==> src/rtl/csa_accum_seq.sv <==
`default_nettype none
// ============================================================================
//  Module   : csa_accum_seq
//  Purpose  : Group accumulator. Operands are folded into a carry-save pair
//             (S, C) by a row of 3:2 counters, one operand per cycle. After
//             the operand flagged in_last, one RESOLVE cycle adds S+C. The
//             result is then held until the consumer takes it.
//  Revision : 1.0  initial release
//
//  Parameters
//    WIDTH      operand width (unsigned)
//    ACC_WIDTH  accumulator/result width, >= WIDTH and >= 2
//
//  Ports
//    clk        rising-edge clock
//    rst        synchronous active-high reset
//    in_valid   operand offered          in_ready  operand accepted this cycle
//    in_data    operand (zero-extended)  in_last   final operand of the group
//    out_valid  result available         out_ready consumer takes the result
//    out_sum    group sum mod 2^ACC_WIDTH
//    out_cnt    operand count, saturating at 255
//    out_ovf    sticky per-group overflow (only with CSA_ACCUM_OVF_EN)
//
//  Build option
//    CSA_ACCUM_OVF_EN  when defined, adds out_ovf and its tracking logic
// ============================================================================
module csa_accum_seq #(
  parameter int WIDTH     = 16,
  parameter int ACC_WIDTH = 24
) (
  input  logic                 clk,
  input  logic                 rst,
  input  logic                 in_valid,
  output logic                 in_ready,
  input  logic [WIDTH-1:0]     in_data,
  input  logic                 in_last,
  output logic                 out_valid,
  input  logic                 out_ready,
  output logic [ACC_WIDTH-1:0] out_sum,
  output logic [7:0]           out_cnt
`ifdef CSA_ACCUM_OVF_EN
  ,
  output logic                 out_ovf
`endif
);

  localparam logic [1:0] S_IDLE    = 2'd0;
  localparam logic [1:0] S_ACCUM   = 2'd1;
  localparam logic [1:0] S_RESOLVE = 2'd2;
  localparam logic [1:0] S_DONE    = 2'd3;

  logic [1:0]           r_state;
  logic [ACC_WIDTH-1:0] r_s;
  logic [ACC_WIDTH-1:0] r_c;
  logic [ACC_WIDTH-1:0] r_sum;
  logic [7:0]           r_cnt;

  logic                 w_accept;
  logic [ACC_WIDTH-1:0] w_x;
  logic [ACC_WIDTH-1:0] w_s_nxt;
  logic [ACC_WIDTH-2:0] w_maj_lo;
  logic [ACC_WIDTH-1:0] w_c_nxt;
  logic [ACC_WIDTH-1:0] w_sum;

  assign in_ready  = (r_state == S_IDLE) || (r_state == S_ACCUM);
  assign out_valid = (r_state == S_DONE);
  assign out_sum   = r_sum;
  assign out_cnt   = r_cnt;
  assign w_accept  = in_valid && in_ready;

  assign w_x     = ACC_WIDTH'(in_data);
  assign w_s_nxt = r_s ^ r_c ^ w_x;
  // Majority of the low bits only; each shifts up one place into C.
  // The MSB majority is the discarded carry and is only needed for out_ovf.
  assign w_maj_lo = (r_s[ACC_WIDTH-2:0] & r_c[ACC_WIDTH-2:0])
                  | (r_s[ACC_WIDTH-2:0] & w_x[ACC_WIDTH-2:0])
                  | (r_c[ACC_WIDTH-2:0] & w_x[ACC_WIDTH-2:0]);
  assign w_c_nxt  = {w_maj_lo, 1'b0};

`ifdef CSA_ACCUM_OVF_EN
  logic                 r_ovf;
  logic                 w_drop;
  logic [ACC_WIDTH:0]   w_full;

  assign w_drop  = (r_s[ACC_WIDTH-1] & r_c[ACC_WIDTH-1])
                 | (r_s[ACC_WIDTH-1] & w_x[ACC_WIDTH-1])
                 | (r_c[ACC_WIDTH-1] & w_x[ACC_WIDTH-1]);
  assign w_full  = {1'b0, r_s} + {1'b0, r_c};
  assign w_sum   = w_full[ACC_WIDTH-1:0];
  assign out_ovf = r_ovf;

  // Sticky for the whole group. It always returns to 0 on the way into IDLE,
  // so no separate clear is needed at the start of a group.
  always_ff @(posedge clk) begin
    if (rst) begin
      r_ovf <= 1'b0;
    end else begin
      case (r_state)
        S_IDLE, S_ACCUM: if (w_accept && w_drop)   r_ovf <= 1'b1;
        S_RESOLVE:       if (w_full[ACC_WIDTH])    r_ovf <= 1'b1;
        S_DONE:          if (out_ready)            r_ovf <= 1'b0;
        default:                                   r_ovf <= 1'b0;
      endcase
    end
  end
`else
  assign w_sum = r_s + r_c;
`endif

  always_ff @(posedge clk) begin
    if (rst) begin
      r_state <= S_IDLE;
      r_s     <= '0;
      r_c     <= '0;
      r_sum   <= '0;
      r_cnt   <= 8'd0;
    end else begin
      case (r_state)
        S_IDLE, S_ACCUM: begin
          if (w_accept) begin
            r_s     <= w_s_nxt;
            r_c     <= w_c_nxt;
            if (r_cnt != 8'hFF) r_cnt <= r_cnt + 8'd1;
            r_state <= in_last ? S_RESOLVE : S_ACCUM;
          end
        end
        S_RESOLVE: begin
          r_sum   <= w_sum;
          r_state <= S_DONE;
        end
        S_DONE: begin
          // r_sum/r_cnt are left untouched here so the result is stable
          // for as long as the consumer stalls.
          if (out_ready) begin
            r_s     <= '0;
            r_c     <= '0;
            r_cnt   <= 8'd0;
            r_state <= S_IDLE;
          end
        end
        default: r_state <= S_IDLE;
      endcase
    end
  end

endmodule
`default_nettype wire
==> config.mk <==
export PLATFORM = sky130hd
export DESIGN_NAME = csa_accum_seq
export DESIGN_NICKNAME = d
export VERILOG_FILES = /design/src/rtl/csa_accum_seq.sv
export SDC_FILE = /design/constraint.sdc
export NUM_CORES = 1
export LEC_CHECK = 0
export ABC_AREA = 0
export CAP_MARGIN = 20
export CORE_MARGIN = 3
export CORE_UTILIZATION = 50
export CTS_CLUSTER_DIAMETER = 50
export DETAILED_ROUTE_END_ITERATION = 10
export GPL_ROUTABILITY_DRIVEN = 0
export GPL_TIMING_DRIVEN = 0
export PLACE_DENSITY = 0.76
export SYNTH_ARGS = -nofsm -noshare
export SYNTH_HDL_FRONTEND = slang
export SYNTH_SLANG_ARGS = --single-unit
==> constraint.sdc <==
create_clock -name clk -period 2.35 [get_ports clk]
set_input_delay 0.47 -clock clk [delete_from_list [all_inputs] [get_ports clk]]
set_output_delay 0.47 -clock clk [all_outputs]
set_load 0.05 [all_outputs]
Word level (Yosys, flattened, before mapping)
Cells that the tools add are included.

word-level totals
  output and inout bits = 34
  bits of input ports = 21
  register bits = 82
  logic and storage cells = 42

cells by class
  bitwise logic cells = 7
  equal/unequal tests = 7
  add/subtract/negate cells = 2
  reduce and logical (&&, ||, !) cells = 8
  muxes and demuxes = 13

operators by type and width
  operator                                             number
  case mux 24 bit (2 select lines)                     2
  2-to-1 mux 24 bit                                    3
  bitwise AND 23 x 16 -> 23 bit                        2
  OR 23 bit                                            2
  adder 24 bit                                         1
  2-to-1 mux 8 bit                                     3
  bitwise XOR 24 x 16 -> 24 bit                        1
  bitwise XOR 24 bit                                   1
  bitwise AND 23 bit                                   1
  case mux 8 bit (2 select lines)                      1
  adder 8 x 1 -> 8 bit, second input constant          1
  != test 8 bit, second input constant                 1
  2-to-1 mux 2 bit                                     3
  case mux 2 bit (3 select lines)                      1
  equality test 2 bit, second input constant           2
  != test 2 bit, second input constant                 2
  AND reduction 4 bit                                  1
  AND reduction 3 bit                                  1
  equality test 2 x 1 -> 1 bit, second input constant  1
  zero test 2 bit                                      1
  != test 2 x 1 -> 1 bit, second input constant        1
  AND reduction 2 bit                                  1
  nonzero test 2 bit                                   1
  OR reduction 2 bit                                   1
  2 further kinds                                      2

Longest topological paths before layout
Gate-level depths: netlist (run 1).

  depth after elaboration = 5
  depth in mapped cells = 9
  gate-level depth less buffers = 9

Worst setup path after synthesis (run 1)
Ideal clock, no wire load.

  path type = register -> register
  from = reg r_s[1]
  to = reg r_sum[11] (netlist: out_sum[11])
  arrival time = 2082 ps
  stages on the path, launching flop included = 10
  data required time = 2230 ps
  path buffers = 0
  setup time = 120 ps
  slack = 148 ps
  clock period less this slack = 2202 ps
  cell sequence = dfxtp_1 -> ha_1 -> fa_1 -> a21oi_1 -> nor2_1 -> nor3_1 -> o21ai_0 -> a21boi_1 -> nor4_1 -> a211o_1

on the way
  word-level cells in the longest chain between the ends = 1

RTL lines
  what                    line  source
  start, declared         53    logic [ACC_WIDTH-1:0] r_s;
  start signal, assigned  121   r_s <= w_s_nxt;
  adder 24 bit            107   assign w_sum = r_s + r_c;
  end signal, assigned    128   r_sum <= w_sum;
  end, declared           55    logic [ACC_WIDTH-1:0] r_sum;

Every way passes these cells.
A chain may end at the register's enable or synchronous reset.

Worst setup path after layout (run 1)
  from = reg r_c[1]
  to = reg r_sum[17] (netlist: out_sum[17])

on the way
  word-level cells in the longest chain between the ends = 1

RTL lines
  what                    line  source
  start, declared         54    logic [ACC_WIDTH-1:0] r_c;
  start signal, assigned  122   r_c <= w_c_nxt;
  adder 24 bit            107

Every way passes these cells.

==> flow_summary.json, run 1 <==
{
  "die_w_um": 99.67,
  "final_common_cell": "nand2_1",
  "numCtsBuffers": 9,
  "chipHeight_um": 99.67,
  "start_util": 0.5234,
  "cts.sinks": 81,
  "clk_latency_ps": 360,
  "syn_nets": 579,
  "peakVddDrop_v": 0.0004389,
  "cts_tree": "done",
  "outcome": "complete, but fails checks",
  "grt_pass1_vias": 3803,
  "routed-via-count": 4061,
  "p_switching_mw": 0.8779,
  "remaining_drc_errors": 0,
  "die_area_sq_um": 9933,
  "swShare": 0.3040,
  "rows": 33,
  "synth_top_family_by_area": "simple AND/OR/NAND/NOR gates",
  "endpoint_kind": "flip-flop",
  "crit_required_ps": 2580,
  "startpoint": "r_c[1]",
  "avgRoutedWirePerCell_um": 16.69,
  "cpMaxStageDelayCell": "o31ai_2",
  "syn_area_sq_um": 4387,
  "clock_path_buffers": 2,
  "grt_pass1_wl_mm": 18.78,
  "min_from": "out_sum[0]",
  "slowest_delay_ps": 390,
  "final_util": 0.6367,
  "clkPwrFrac": 0.322,
  "final_cell_mix": "nand2_1 (78), dfxtp_1 (76), a21oi_1 (64)",
  "worstMarginPinSlew_ps": 640.2,
  "p_int_mw": 2.010,
  "synthCells": 518,
  "startpoint_type": "flip-flop",
  "skew_ps": 6.042,
  "gr-total-overflow": 0,
  "io_buffers": 54,
  "finalCritPeriodShare": 1.013,
  "final_antenna_net_count": 0,
  "hpwlAfterDp_mm": 8.584,
  "drive_above_1_share": 0.09122,
  "viasPerCell": 5.826,
  "grt.total_usage": 0.2340,
  "hold_viol": 0,
  "fin_nets": 648,
  "layout_min_cycle_time_ps": 2380,
  "grt_max_degree": 14,
  "synth_flop_cell": "dfxtp_1",
  "relSlewSlack": 0.5732,
  "n_antenna_cell": 0,
  "setup_slack_ps": -30.14,
  "seq_area_frac_synth": 0.3697,
  "coreArea_sq_um": 8382,
  "avgSynthCellArea_sq_um": 8.469,
  "max_freq_ghz": 0.4201,
  "synth_xor_area_frac": 0.03594,
  "ys_ff_latch": 81,
  "first_iter_violations": 301,
  "cts-htree-levels": 3,
  "worstPathCellList": "ha_2 > fa_2 > a21oi_2 > nor2_2 > o31ai_2 > nand2_2 > a31oi_1 > xor2_1 > o21ai_0",
  "critical_path_class": "flip-flop to flip-flop",
  "yosys.area_share.simple": 0.2159,
  "yosys_warnings": 0,
  "synthMuxAreaShare": 0.006845,
  "cts_root_buf": "clkbuf_8",
  "timing.critical_path.arrival_ps": 2610,
  "p_leak_nw": 2.072,
  "maxSlewViolCount": 0,
  "drt_first_pass_iters": 5,
  "critical_path_buf_inv_count": 0,
  "grt_antenna_before_repair": 0,
  "synthDistinctLibCells": 53,
  "combPwrFrac": 0.167,
  "worst-path-max-fanout": 4,
  "max_cap_viol_count": 0,
  "seqPwrFrac": 0.511,
  "reg2reg_from": "r_c[1]",
  "io_pins": 55,
  "synth_compound_area_frac": 0.1942,
  "timing.hold.ws_ps": 458.7,
  "syn_to_final_growth_pct": 21.65,
  "violations": "negative setup slack",
  "power.density_nw_per_um2": 541.2,
  "setup_viol": 3,
  "routed_wl_mm": 11.64,
  "rsz0062_at_grt": "true",
  "path_clk_slew_ps": 80,
  "synth-edff-count": 0,
  "synth_fa_ha_area_frac": 0.1415,
  "hp-class": "flip-flop to flip-flop",
  "async_reset_ff_frac": 0,
  "path_delay_family": "compound AO/OA/AOI/OAI gates"
}
[logic make-up (layout without fill, tap and decap cells)]
logic type | count (synthesis) | count (layout)
AO/OA/AOI/OAI | 135 | 135
XOR/XNOR | 18 | 18
adder cells (fa/ha/maj) | 40 | 40
buffers and inverters | 40 | 114
flip-flops | 81 | 81
multiplexers | 3 | 3
AND/OR/NAND/NOR | 201 | 201
[cells in the mapped netlist, types with 2 or more instances]
| master | number | area (sq um) |
|---|---|---|
| clkbuf_1 | 25 | 93.84 |
| nor3b_1 | 4 | 30.03 |
| nand4_1 | 6 | 37.54 |
| o31ai_1 | 2 | 15.01 |
| nand2b_1 | 4 | 25.02 |
| a211o_1 | 2 | 17.52 |
| o211ai_1 | 3 | 22.52 |
| and2_1 | 3 | 18.77 |
| nand2_1 | 78 | 292.8 |
| nor2_1 | 33 | 123.9 |
| a21boi_1 | 2 | 15.01 |
| nor2b_1 | 3 | 18.77 |
| a21boi_0 | 2 | 15.01 |
| a31oi_1 | 4 | 25.02 |
| fa_1 | 16 | 320.3 |
| mux2i_1 | 3 | 30.03 |
| a21o_1 | 6 | 45.04 |
| o21ai_0 | 21 | 105.1 |
| ha_1 | 24 | 300.3 |
| or2_2 | 2 | 12.51 |
| a32oi_1 | 15 | 131.4 |
| inv_1 | 7 | 26.28 |
| nand3_1 | 40 | 200.2 |
| buf_2 | 6 | 30.03 |
| xor2_1 | 8 | 70.07 |
| and3_1 | 2 | 12.51 |
| xnor2_1 | 10 | 87.58 |
| or3_1 | 5 | 31.28 |
| o211a_1 | 2 | 20.02 |
| nor3_1 | 7 | 35.03 |
| nor4_1 | 2 | 12.51 |
| a21oi_1 | 66 | 330.3 |
| dfxtp_1 | 81 | 1622 |
| or4_1 | 2 | 15.01 |
| and4_1 | 2 | 17.52 |
| nand3b_1 | 3 | 22.52 |
[layout make-up]
type	count	area [sq um]
flip-flops and latches	81	1628
plain buffers	32	130.1
inverters	8	30.03
clock inverters	5	31.28
fillers	713	3045
multi-input cells	397	2679
repair buffers	58	565.5
well taps	105	131.4
clock buffers	11	141.4
[metrics by stage]
stage | power [mW] | worst slack (ps) | cell area (sq um) | std cells | TNS [ps]
final | 2.888 | -30.14 | 5336 | 697 | -74.25
after detailed placement | 1.975 | -47.42 | 5059 | 677 | -190.0
after CTS | 2.883 | 5.973 | 5255 | 695 | 0
after global placement | 1.956 | -12.24 | 5059 | 677 | -14.67
after global routing | 3.004 | -115.8 | 5336 | 697 | -414.8
after floorplan | 1.801 | 148.3 | 4387 | 518 | 0
[worst register-to-register path: stages, from the launching register on]
cell and delay (ps):
dfxtp_1 350, ha_2 200, fa_2 380, a21oi_2 190
nor2_2 80, o31ai_2 390, nand2_2 140, a31oi_1 220
xor2_1 200, o21ai_0 90
[flip-flops by register name, indices dropped and copies added (netlist names)]
name	flops
out_sum	24
r_s	24
r_c	23
out_cnt	8
r_state	2
[power by group through the flow]
stage          sequential, mW  clock [mW]  combinational, mW
6_report                 1.47       0.930              0.483
5_1_grt                  1.48       0.989              0.531
3_3_place_gp             1.50           0              0.454
4_1_cts                  1.47       0.937              0.474
3_5_place_dp             1.50           0              0.471
2_1_floorplan            1.54           0              0.261
[layer usage]
metal	global-route usage	share of wire	up-vias
met5	0	0	-
met1	0.3380	0.46	1900
met4	0.07983	0.022	0
met2	0.3586	0.46	164
li1	-	-	1979
met3	0.03226	0.063	18
[worst paths after layout]
kind	slack, ps	depth (start not counted)	to
min	460	2	out_sum[0]
max reg2reg	-30	9	out_sum[17]
min reg2reg	460	2	out_sum[0]
max	-30	9	out_sum[17]
[repair_timing]
item                                    4_1_cts  5_1_grt
hold buffers                                  0        0
buffers inserted                              2        2
endpoints found under the setup margin        7       14
gates resized for setup                       3       24
pin swaps                                     3        6
Note: power is estimated with default switching activity, not from simulation.
==> run 2, diff against run 1 <==
--- a/config.mk
+++ b/config.mk
@@ -14,6 +14,7 @@
 export GPL_ROUTABILITY_DRIVEN = 0
 export GPL_TIMING_DRIVEN = 0
 export PLACE_DENSITY = 0.76
+export SKIP_LAST_GASP = 1
 export SYNTH_ARGS = -nofsm -noshare
 export SYNTH_HDL_FRONTEND = slang
 export SYNTH_SLANG_ARGS = --single-unit
==> run 2 against run 1 <==
The run still ends with negative setup slack left. Non-clock buffer count unchanged. Setup slack worse by 25 ps. Sequential share of layout area is 0.15 points higher. Wire length fell by 0.95%. Clock power is essentially flat. Sequential cell count is the same. Worst hold slack lost 1.3 ps. Clock-buffer cell count unchanged. Final cell count unchanged. Clock skew down 0.86 ps. Critical path type unchanged. Critical endpoint unchanged. Largest cell class unchanged. Highest routed layer unchanged.
==> flow_summary.json, run 2 (synthesis results as in run 1) <==
{
  "outcome": "complete, but fails checks",
  "violations": "negative setup slack",
  "preCtsSetupSlack_ps": -47.42,
  "io_buffers": 54,
  "layout_min_cycle_time_ps": 2406,
  "worst-path-max-fanout": 4,
  "final_common_cell": "nand2_1",
  "syn_to_final_growth_pct": 21.16,
  "cts.sinks": 81,
  "fin_nets": 648,
  "fin_area_sq_um": 5315,
  "io_pins": 55,
  "grt_antenna_before_repair": 0,
  "timing.critical_path.arrival_ps": 2630,
  "power.density_nw_per_um2": 542.8,
  "finalCritPeriodShare": 1.024,
  "setup_slack_ps": -55.60,
  "cpMaxStageDelayCell": "o31ai_2",
  "routed_wl_mm": 11.53,
  "final_cell_mix": "nand2_1 (78), dfxtp_1 (75), a21oi_1 (64)",
  "n_antenna_cell": 0,
  "critical_path_class": "flip-flop to flip-flop",
  "rsz0062_at_grt": "true",
  "die_area_sq_um": 9933,
  "start_util": 0.5234,
  "hold_viol": 0,
  "viasPerCell": 5.865,
  "place_area_sq_um": 5059,
  "clk_latency_ps": 350,
  "max_cap_viol_count": 0,
  "cts-htree-levels": 3,
  "path_delay_family": "compound AO/OA/AOI/OAI gates",
  "critical_path_buf_inv_count": 0,
  "max_freq_ghz": 0.4157,
  "reg2reg_from": "r_s[1]",
  "grt_pass1_wl_mm": 18.81,
  "min_from": "out_sum[0]",
  "routed-via-count": 4088,
  "final_util": 0.6341,
  "grt_pass1_vias": 3802,
  "maxSlewViolCount": 0,
  "hpwlAfterDp_mm": 8.584,
  "chipHeight_um": 99.67,
  "cts_tree": "done",
  "coreArea_sq_um": 8382,
  "clock_path_buffers": 2,
  "grt_max_degree": 14,
  "startpoint_type": "flip-flop",
  "worstMarginPinSlew_ps": 627.5,
  "rr_worst_depth": 9,
  "endpoint_kind": "flip-flop",
  "path_clk_slew_ps": 80,
  "remaining_drc_errors": 0,
  "numCtsBuffers": 9,
  "grt.total_usage": 0.2343,
  "rows": 33,
  "hp-class": "flip-flop to flip-flop",
  "p_leak_nw": 2.070,
  "holdPathStages": 2,
  "setup-tns-final_ps": -126.2,
  "hold_buffers": 0,
  "path_depth": 9,
  "first_iter_violations": 306,
  "avgRoutedWirePerCell_um": 16.54,
  "peakVddDrop_v": 0.0004383,
  "power_mw": 2.885,
  "startpoint": "r_s[1]",
  "setup_viol": 3,
  "die_w_um": 99.67,
  "final_antenna_net_count": 0,
  "drive_above_1_share": 0.08784,
  "relSlewSlack": 0.5816,
  "slowest_delay_ps": 400,
  "cts_root_buf": "clkbuf_8",
  "skew_ps": 5.184,
  "crit_required_ps": 2580,
  "drt_first_pass_iters": 7,
  "gr-total-overflow": 0,
  "worstPathCellList": "ha_2 > fa_2 > a21oi_2 > nor2_1 > o31ai_2 > nand2_2 > a31oi_1 > xor2_1 > o21ai_0"
}
## run 2: cell types whose count changed in the layout (fill, tap and decap cells not counted), sizes merged
cell,delta
clkbuf,-1
buf,+1
## run 2: through the flow
step / std cells / hold slack, ps
final: 697 / 457.4
after global routing: 697 / 480.7
after CTS: 695 / 460.6
after detailed placement: 677 / 447.3
after global placement: 677 / 434.7
after floorplan: 518 / 435.6
## run 2: area by class of cell
| type | count | area, sq um |
|---|---|---|
| Fill cell | 718 | 3067 |
| Multi-Input combinational cell | 397 | 2656 |
| Sequential cell | 81 | 1629 |
| Timing Repair Buffer | 58 | 565.5 |
| Clock buffer | 11 | 141.4 |
| Tap cell | 105 | 131.4 |
| Buffer | 32 | 130.1 |
| Clock inverter | 5 | 31.28 |
| Inverter | 8 | 30.03 |
## run 2: path summary, 6_finish.rpt
path,endpoint,slack [ps]
max,out_sum[17],-60
min,out_sum[0],460
max reg2reg,out_sum[17],-60
min reg2reg,out_sum[0],460
## run 2: worst register-to-register path, delay by kind of cell, from the launching register on
family                   cells  cell delay [ps]
adder cells (fa/ha/maj)      2              580
AND/OR/NAND/NOR              2              250
flip-flops                   1              350
XOR/XNOR                     1              210
AO/OA/AOI/OAI                4              900
## run 2: power breakdown
part / total [mW] / leakage, nW / internal (mW) / switching (mW)
Clock: 0.928 / 0.0891 / 0.410 / 0.519
Sequential: 1.47 / 0.660 / 1.42 / 0.0534
Combinational: 0.482 / 1.32 / 0.179 / 0.303
Total: 2.89 / 2.07 / 2.01 / 0.875
## run 2: per-layer routing
metal,part of all wire,vias up,track usage
met2,0.46,171,0.3581
met4,0.023,0,0.08088
met3,0.064,20,0.03296
met1,0.46,1920,0.3385
li1,-,1977,-
met5,0,-,0
## run 2: what timing repair did
item | CTS | global route
pin swaps | 3 | 7
setup buffers | 2 | 2
endpoints found under the setup margin | 7 | 15
gates resized for setup | 2 | 23
